### config.mk
export PLATFORM = sky130hd
export DESIGN_NAME = pueo_trig_sched
export DESIGN_NICKNAME = d
export VERILOG_FILES = /design/src/rtl/pueo_trig_pkg.sv /design/src/rtl/pueo_trig_fifo.sv /design/src/rtl/pueo_trig_sched.sv
export SDC_FILE = /design/constraint.sdc
export NUM_CORES = 1
export LEC_CHECK = 0
export ABC_AREA = 0
export CAP_MARGIN = 40
export CORE_MARGIN = 10
export CORE_UTILIZATION = 40
export DETAILED_ROUTE_END_ITERATION = 16
export PLACE_DENSITY = 0.61
export SYNTH_ARGS = -nofsm -noshare
export SYNTH_HDL_FRONTEND = slang
export SYNTH_SLANG_ARGS = --single-unit
### constraint.sdc
create_clock -name memclk_i -period 4.1 [get_ports memclk_i]
set_clock_uncertainty 0.2 [all_clocks]
set_input_delay 0.82 -clock memclk_i [delete_from_list [all_inputs] [get_ports memclk_i]]
set_output_delay 0.82 -clock memclk_i [all_outputs]
set_load 0.02 [all_outputs]
### src/rtl/pueo_trig_pkg.sv
// Shared types and helpers for the memclk trigger scheduler.
package pueo_trig_pkg;

  localparam int TIME_BITS_DEF  = 15;
  localparam int EVNUM_BITS_DEF = 16;
  localparam int OVF_BITS       = 16;

  typedef struct packed {
    logic [EVNUM_BITS_DEF-1:0] evnum;
    logic [TIME_BITS_DEF-1:0]  start;
  } trig_entry_t;

  function automatic logic [OVF_BITS-1:0] sat_inc(input logic [OVF_BITS-1:0] v);
    return (v == {OVF_BITS{1'b1}}) ? v : v + OVF_BITS'(1);
  endfunction

endpackage

### src/rtl/pueo_trig_fifo.sv
// Synchronous first-word-fall-through queue on distributed RAM.
// Latency: a push is visible on head_dat and count after one edge.
// Backpressure: pushes when full and pops when empty are ignored.
module pueo_trig_fifo #(
  parameter int WIDTH = 31,
  parameter int DEPTH = 8
) (
  input  logic                     clk,
  input  logic                     rst,
  input  logic                     flush,
  input  logic                     push,
  input  logic [WIDTH-1:0]         push_dat,
  input  logic                     pop,
  output logic [WIDTH-1:0]         head_dat,
  output logic [$clog2(DEPTH):0]   count
);

  localparam int AW = $clog2(DEPTH);
  localparam logic [AW:0] FULL = (AW+1)'(DEPTH);

  logic [WIDTH-1:0] mem [DEPTH];
  logic [AW-1:0]    wr_ptr;
  logic [AW-1:0]    rd_ptr;
  logic             push_ok;
  logic             pop_ok;

  assign push_ok  = push && (count != FULL);
  assign pop_ok   = pop && (count != '0);
  assign head_dat = mem[rd_ptr];

  // Storage has no reset so it maps onto LUT RAM.
  always_ff @(posedge clk) begin
    if (push_ok) mem[wr_ptr] <= push_dat;
  end

  always_ff @(posedge clk) begin
    if (rst || flush) begin
      wr_ptr <= '0;
      rd_ptr <= '0;
      count  <= '0;
    end else begin
      if (push_ok) wr_ptr <= wr_ptr + AW'(1);
      if (pop_ok)  rd_ptr <= rd_ptr + AW'(1);
      case ({push_ok, pop_ok})
        2'b10:   count <= count + (AW+1)'(1);
        2'b01:   count <= count - (AW+1)'(1);
        default: count <= count;
      endcase
    end
  end

endmodule

### src/rtl/pueo_trig_sched.sv
// Trigger scheduler: lookback subtract, event tagging, queueing, in-flight limited issue.
// Latency: a trigger accepted at edge N raises m_tvalid in cycle N+1 when the queue was empty.
// Backpressure: holds the head while m_tready is low; drops and counts triggers when full.
module pueo_trig_sched
  import pueo_trig_pkg::*;
#(
  parameter int TIME_BITS  = 15,
  parameter int EVNUM_BITS = 16,
  parameter int DEPTH      = 8,
  parameter int MAX_OUT    = 1
) (
  input  logic                           memclk_i,
  input  logic                           memclk_rst_i,
  input  logic                           run_i,
  input  logic                           flush_i,
  input  logic [TIME_BITS-1:0]           offset_i,
  input  logic [TIME_BITS-1:0]           trig_time_i,
  input  logic                           trig_valid_i,
  output logic [EVNUM_BITS+TIME_BITS-1:0] m_tdata,
  output logic                           m_tvalid,
  input  logic                           m_tready,
  input  logic                           done_i,
  output logic [$clog2(DEPTH):0]         occupancy_o,
  output logic [3:0]                     inflight_o,
  output logic [OVF_BITS-1:0]            overflow_cnt_o,
  output logic [EVNUM_BITS-1:0]          evnum_o
);

  localparam int AW = $clog2(DEPTH);
  localparam logic [AW:0] FULL      = (AW+1)'(DEPTH);
  localparam logic [3:0]  MAX_OUT_L = 4'(MAX_OUT);

  logic                 accept;
  logic                 full;
  logic                 push;
  logic                 drop;
  logic                 hs;
  logic                 done_ok;
  logic [TIME_BITS-1:0] start;

  assign accept  = trig_valid_i && run_i && !flush_i;
  assign full    = (occupancy_o == FULL);
  assign push    = accept && !full;
  assign drop    = accept && full;
  assign start   = trig_time_i - offset_i;
  assign hs      = m_tvalid && m_tready;
  assign done_ok = done_i && (inflight_o != 4'd0);

  // Built from registered state; flush_i gates it so nothing issues in the cycle the queue is discarded.
  assign m_tvalid = (occupancy_o != '0) && (inflight_o < MAX_OUT_L) && !flush_i;

  pueo_trig_fifo #(
    .WIDTH (EVNUM_BITS + TIME_BITS),
    .DEPTH (DEPTH)
  ) u_fifo (
    .clk      (memclk_i),
    .rst      (memclk_rst_i),
    .flush    (flush_i),
    .push     (push),
    .push_dat ({evnum_o, start}),
    .pop      (hs),
    .head_dat (m_tdata),
    .count    (occupancy_o)
  );

  always_ff @(posedge memclk_i) begin
    if (memclk_rst_i) begin
      evnum_o        <= '0;
      overflow_cnt_o <= '0;
      inflight_o     <= '0;
    end else begin
      // Dropped triggers still consume an event number so downstream sees the gap.
      if (accept) evnum_o <= evnum_o + EVNUM_BITS'(1);
      if (drop)   overflow_cnt_o <= sat_inc(overflow_cnt_o);
      if (hs && !done_ok)      inflight_o <= inflight_o + 4'd1;
      else if (!hs && done_ok) inflight_o <= inflight_o - 4'd1;
    end
  end

endmodule
# Yosys cells after proc, flatten, opt, wreduce, memory -nomap -nowiden
# Memories as Yosys holds them, arrays and structs flattened. A register that Yosys moved wholly into a read port is not among the register bits.
# Cells that the tools add are included.
# totals
reg_bits	46
mem_bits_rw	248
in_bits	37
output_inout_bits	72
elab_cells	52
mem_count	1
# classes
n_addsub	9
magnitude_cmp	1
n_eq_ne	5
n_mux	7
bitwise	1
n_reduce_logical	22
# mem_list
memory	words	width	rd	rd_clocked_by_memory_dff	wr	line_no	text
u_fifo.mem	8	31	1	1	1	pueo_trig_fifo.sv:21	logic [WIDTH-1:0] mem [DEPTH];
# op_table
op	count
adder 16 x 1 -> 16 bit, second input constant	2
equality test 16 bit, second input constant	1
subtractor 15 bit	1
logical AND 1 bit	12
adder 4 x 1 -> 4 bit, second input constant	2
two-way mux 4 bit	2
case mux 4 bit (2 select lines)	1
nonzero test 4 bit	2
subtractor 4 x 1 -> 4 bit, second input constant	2
adder 3 x 1 -> 3 bit, second input constant	2
two-way mux 3 bit	2
equality test 4 bit, second input constant	1
logical NOT 1 bit	4
less-than comparator 4 x 1 -> 1 bit, second input constant	1
inequality test 4 bit, second input constant	1
nonzero test 2 bit	2
equality test 2 x 1 -> 1 bit, second input constant	1
equality test 2 bit, second input constant	1
two-way mux 1 bit	2
AND reduction 2 bit	1
logical OR 1 bit	1
NOT 1 bit	1

# Depth between registers and ports, before layout
# Gate-level depths: netlist of the first run.
# logic_depth
ltp_word	8
mapped_depth	12
mapped_depth_nobuf	11

# Modules after synthesis
# A second synthesis of the first run with hierarchy kept.
# hier_totals
cells_unflattened	729
hier_area_um2	12628.4
# modules_own_cells
mod	n_inst	cells_each	area_per_inst_um2	seq_area_each_um2
pueo_trig_fifo	1	430	10186.0	7707.4
pueo_trig_sched	1	299	2442.3	720.7

# Worst setup path after synthesis of the first run
# OpenSTA, ideal clock, no wires.
# synth_timing
kind	in2reg
from	in flush_i
to	mem u_fifo.mem[0][0], enable pin
t_arrival_ns	3.678
required_time_ns	3.442
slack_ns	-0.236
stages	5
path_cell_list	and3b_1 > clkbuf_1 > and2_1 > nand2b_1 > nor3_1
# synth_via
elab_chain_len	6
# synth_rtl
element	line_no	text
from (decl)	pueo_trig_sched.sv:15	input logic flush_i,
logical NOT 1 bit	pueo_trig_sched.sv:41	assign accept = trig_valid_i && run_i && !flush_i;
logical AND 1 bit	pueo_trig_sched.sv:41	
logical AND 1 bit	pueo_trig_sched.sv:43	assign push = accept && !full;
logical AND 1 bit	pueo_trig_fifo.sv:27	assign push_ok = push && (count != FULL);
two-way mux 1 bit	pueo_trig_fifo.sv:33	if (push_ok) mem[wr_ptr] <= push_dat;
two-way mux 1 bit (not written as such)	pueo_trig_fifo.sv:33	
to (decl)	pueo_trig_fifo.sv:21	
# Every way passes these cells.

==> impl_metrics.ini, run 1 <==
[timing]
fin_crit_ns = 3.83
max-slew-margin-rel_pct = 52.1
rsz0062_at_grt = no
drv_slew = 0
hold_slack_ns = 0.309
finalHoldViolations = 0
worst_pin_slew_ns = 0.714
setup_viol_count_final = 0
final.period_utilization_pct = 93.5
fin_tns_setup_ns = 0
max_freq_mhz = 261

[pwr]
p_leak_nw = 4.73
power_density_nw_per_um2 = 425
peakVddDrop_mv = 0.306

[detailed_routing]
avgViaCountPerCell = 5.09
vias = 6495
routed_wl_mm = 25.0
detail-route-antenna-nets = 0
drt-initial-drc-count = 348
avgRoutedWirePerCell_um = 19.6
drc = 0
dr.pass1.iters = 4

[layout]
area_growth_pct = 22.2
fill_cells = 2579
num-nets-final = 922
diodes = 0
drive_above_1_share_pct = 19.0

[clocking]
insertion_delay_ns = 0.54
clkTransAtPathRegs_ns = 0.06
post_cts_buffers = 0
cts-hold-fix-buffers = 0
root_buffer = clkbuf_16
clk_path_buf_depth = 3
ctsResizeCount = 0
cts_tree = done
htree_levels = 1
clock_sinks = 297
cts_inserted_buffers = 29

[synth]
yosysTopAreaCell = edfxtp_1
avgSynthCellArea_um2 = 16.9
async_reset_ff_share_pct = 0
synth_edf_count = 248
syn-num-nets = 792
ys_types = 48
yosys.area_share.simple_pct = 6.45
synth_top_area_share_pct = 60.6
muxShareOfSynthArea_pct = 14.5
synth_warnings = 0
synth_ff_type = edfxtp_1
synth_xor_area_share_pct = 3.64
yosysMostFrequentCell = edfxtp_1
synth_fa_ha_area_share_pct = 2.71
synthCells = 729
ys_ff_latch = 297
yosysSeqAreaShare_pct = 68.6
synth_compound_area_share_pct = 2.39
synth.area.top_cells = edfxtp_1 (61%), mux4_2 (11%), dfxtp_1 (8.0%), mux2_2 (2.8%), ha_1 (2.5%)
synth_top_family_by_area = multiplexers
synth_area_um2 = 12300
synth_commonest_cells = edfxtp_1 (248), nor2_1 (68), mux4_2 (62)

[global_route]
top_usage_layer = met2
grt_pass1_wl_mm = 39.4
antenna_found_initial = 0
grt_pass1_vias = 6721
groute.layer.met3.usage_pct = 2.52
met2_usage_pct = 21.9
grt.total_usage_pct = 13.0
gr-total-overflow = 0
grt_max_degree = 63
use_met1_pct = 16.8

[placement]
portBuffers = 108
hpwl_mm = 15.4
gp_congestion = 0.759

[critical_path]
critPathMaxFanout = 18
worstSetupEndpointType = primary output
cp_data_required_time_ns = 3.08
arrival_ns = 2.81
crit_path_cell_trace = buf_12 > mux4_2 > mux2_2 > clkdlybuf4s50_1
worst_setup_path_start_kind = flop
path_class = flop to primary output
crit_path_max_incr_delay_ns = 0.63
critPathSlowestCell = dfxtp_4

[floorplanning]
start_util_pct = 40.4
ios = 109
die-area_um2 = 38100
rows = 64
die_w_um = 195
core_um2 = 30400
die_h_um = 195

[min_path]
hold_path.class = flop to flop

[outcome]
status = complete, no violations

[job]
maxCapViolCount = 0
logic make-up (layout without fill, tap and decap cells):
kind of cell / Yosys count / in the layout
AOI/OAI and AO/OA: 48 / 48
xor gates and xnor gates: 51 / 51
adders and majority gates: 26 / 26
buffers and inverters: 51 / 202
DFF: 297 / 297
muxes: 97 / 97
and+or+nand+nor: 159 / 159
critical path: cells and delay by family, from the launching register on:
| kind | cells | cell delay, ns |
|---|---|---|
| muxes | 2 | 0.83 |
| DFF | 1 | 0.63 |
| buffers and inverters | 2 | 0.79 |
sequential cells by signal (all words and copies together) (netlist names), named ones only:
signal	cells
evnum_o	16
inflight_o	4
overflow_cnt_o	16
u_fifo.count	4
u_fifo.mem	248
u_fifo.rd_ptr	3
u_fifo.wr_ptr	3
worst paths after layout:
check | to | cells after the start | start | slack, ns
worst min-delay path | u_fifo.wr_ptr[0]$_SDFFE_PP0P_ | 2 | u_fifo.wr_ptr[0]$_SDFFE_PP0P_ | 0.31
worst min register to register | u_fifo.wr_ptr[0]$_SDFFE_PP0P_ | 2 | u_fifo.wr_ptr[0]$_SDFFE_PP0P_ | 0.31
worst max-delay path | m_tdata[20] | 4 | flop | 0.27
worst max register to register | u_fifo.count[2]$_SDFFE_PP0P_ | 10 | u_fifo.count[1]$_SDFFE_PP0P_ | 1.24
through the flow:
stage          utilization (%)  instance area (um^2)  power [mW]  setup slack (ns)  std cells
6_report                  49.3                 15000        6.38             0.265       1276
5_1_grt                   49.3                 15000        6.64             0.115       1276
4_1_cts                   49.3                 15000        6.46             0.180       1276
3_5_place_dp              46.3                 14100        3.90             0.459       1224
3_3_place_gp              46.3                 14100        3.90             0.507       1224
2_1_floorplan                -                 12300        3.72             0.599        729
layout by cell type, fill, tap and decap left out, types with 6 or more instances in the layout:
cell type	synthesis	final
nand4_1	9	9
nor2_1	68	62
clkbuf_16	0	29
nand3_1	11	11
mux4_2	62	62
nor2_4	1	7
edfxtp_1	248	248
clkbuf_1	14	8
xnor2_1	27	27
nand2b_1	6	6
a21oi_1	20	20
inv_1	25	25
buf_4	0	6
nand2_1	25	25
o21ai_0	9	9
xor2_1	24	24
dfxtp_1	49	46
ha_1	25	25
mux2_2	31	31
buf_12	0	11
clkdlybuf4s50_1	0	108
area by class of cell:
| cell class | count | area, um^2 | area share [%] |
|---|---|---|---|
| clock inverters | 10 | 97.6 | 0.650 |
| flip-flops and latches | 297 | 8430 | 56.2 |
| repair buffers | 125 | 1350 | 8.97 |
| inverters | 25 | 93.8 | 0.625 |
| multi-input cells | 381 | 3720 | 24.8 |
| clock buffers | 42 | 825 | 5.49 |
| well taps | 396 | 495 | 3.30 |
power by group:
group,internal [mW],switching [mW]
registers,3.34,0.0302
logic,0.206,0.254
clock network,1.51,1.04
routing by layer:
metal / vias to the layer above / wire length (um) / part of all wire [%]
li1: 3061 / - / -
met1: 3303 / 10800 / 43
met5: - / 0 / 0
met3: 29 / 1190 / 4.8
met4: 0 / 443 / 1.8
met2: 102 / 12600 / 50
Note: power is estimated with default switching activity, not from simulation.
==> inputs of run 2 (changes only) <==
Settings changed: CORE_ASPECT_RATIO set to 1.75, PLACE_DENSITY 0.61 to not set, TNS_END_PERCENT set to 5.
==> run 2 against run 1 <==
  * Cell area shrank 0.21%
  * Sequential power about the same
  * Hold slack got worse by 0.016 ns
  * Cell count decreased by 0.94%
  * Global-route usage increased by 0.12 points
  * Core utilization grew 0.33 points
  * Power increased by 0.32%
  * Flip-flop and latch count did not move
  * Non-clock buffer count rose by 1
  * Maximum frequency grew 3.1%
  * Via count is 0.14% lower
  * Highest routed layer unchanged
==> impl_metrics.ini, run 2 (synthesis results as in run 1) <==
[layout]
top_register = u_fifo.mem
mostFrequentLayoutCells = edfxtp_1 (248), clkdlybuf4s50_1 (108), nor2_1 (62), mux4_2 (62), dfxtp_1 (46)
largest_register_ffs = 248
area_growth_pct = 21.9
fill_cells = 2538
diodes = 0
final_cell_count_no_fill = 1264
reg_top3 = u_fifo.mem (248), evnum_o (16), overflow_cnt_o (16)
final_common_cell = edfxtp_1
num-nets-final = 920
drive_above_1_share_pct = 19.4

[floorplanning]
die_h_um = 252
die-area_um2 = 38400
rows = 84
ios = 109
core_um2 = 30200
start_util_pct = 40.7
die_w_um = 152

[clocking]
ctsResizeCount = 0
insertion_delay_ns = 0.53
clk_path_buf_depth = 3
htree_levels = 1
clock_sinks = 297
clkTransAtPathRegs_ns = 0.06
cts-hold-fix-buffers = 0
post_cts_buffers = 0
cts_inserted_buffers = 26
cts_tree = done
root_buffer = clkbuf_16

[timing]
fin_tns_setup_ns = 0
setup_viol_count_final = 0
finalHoldViolations = 0
final.period_utilization_pct = 90.7
drv_slew = 0
max_freq_mhz = 269
rsz0062_at_grt = no
max-slew-margin-rel_pct = 50.5
worst_pin_slew_ns = 0.737
fin_crit_ns = 3.72

[placement]
hpwl_mm = 15.7
portBuffers = 108
gp_congestion = 0.720
post-place-cells = 1216

[global_route]
grt_pass1_vias = 7141
grt_pass1_wl_mm = 40.1
antenna_found_initial = 0
gr-total-overflow = 0
grt_max_degree = 63
grt.total_usage_pct = 13.1

[detailed_routing]
routed_wl_mm = 25.5
dr.pass1.iters = 4
detail-route-antenna-nets = 0
drc = 0
vias = 6486
drt-initial-drc-count = 282
avgViaCountPerCell = 5.13
avgRoutedWirePerCell_um = 20.2

[critical_path]
arrival_ns = 2.70
path_class = flop to primary output
crit_path_max_incr_delay_ns = 0.56
critPathSlowestCell = clkdlybuf4s50_1
worst_setup_path_start_kind = flop
cp_data_required_time_ns = 3.08
crit_path_cell_trace = buf_4 > mux4_2 > mux2_2 > clkdlybuf4s50_1
worstSetupEndpointType = primary output
critPathMaxFanout = 20

[pwr]
peakVddDrop_mv = 0.385
p_leak_nw = 4.73
power_density_nw_per_um2 = 428

[outcome]
status = complete, no violations

[job]
maxCapViolCount = 0

[min_path]
hold_path.class = flop to flop
==> run 2: final cells by class <==
type / count / area, um^2 / share of cell area, %
inverter: 25 / 93.8 / 0.626
timing repair buffer: 126 / 1340 / 8.95
tap: 387 / 484 / 3.23
clock buffer: 33 / 738 / 4.93
sequential: 297 / 8430 / 56.3
clock inverter: 15 / 175 / 1.17
multi-input combinational: 381 / 3710 / 24.8
==> run 2: metal layers <==
layer  routed length [um]  track usage [%]
met2                13700             24.4
met5                    0                0
met3                 1360             2.66
met1                10000             14.7
met4                  433             3.85
==> run 2: power by group <==
| part | switching, mW | internal [mW] |
|---|---|---|
| Clock | 1.04 | 1.52 |
| Combinational | 0.261 | 0.210 |
| Sequential | 0.0271 | 3.34 |
==> run 2: critical path, delay by kind of cell, from the launching register on <==
family	cells	cell delay, ns
buf+inv	2	0.93
flops	1	0.36
mux	2	0.86
==> run 2: final timing paths <==
path	start	to	slack (ns)	cells after the start
worst max-delay path	flop	m_tdata[21]	0.38	4
worst min-delay path	u_fifo.wr_ptr[0]$_SDFFE_PP0P_	u_fifo.wr_ptr[0]$_SDFFE_PP0P_	0.29	2
worst max register to register	u_fifo.count[1]$_SDFFE_PP0P_	u_fifo.count[2]$_SDFFE_PP0P_	1.18	10
worst min register to register	u_fifo.wr_ptr[0]$_SDFFE_PP0P_	u_fifo.wr_ptr[0]$_SDFFE_PP0P_	0.29	2
==> run 2: stage by stage <==
| stage | util (%) | worst slack [ns] | hold slack [ns] | total power, mW | instance area, um^2 |
|---|---|---|---|---|---|
| 5_1_grt | 49.7 | 0.261 | 0.330 | 6.64 | 15000 |
| 3_5_place_dp | 46.6 | 0.368 | 0.290 | 3.91 | 14100 |
| 2_1_floorplan | - | -0.217 | 0.262 | 3.72 | 12300 |
| 3_3_place_gp | 46.6 | 0.415 | 0.280 | 3.90 | 14100 |
| 4_1_cts | 49.7 | 0.308 | 0.299 | 6.48 | 15000 |
| 6_report | 49.7 | 0.381 | 0.293 | 6.40 | 15000 |
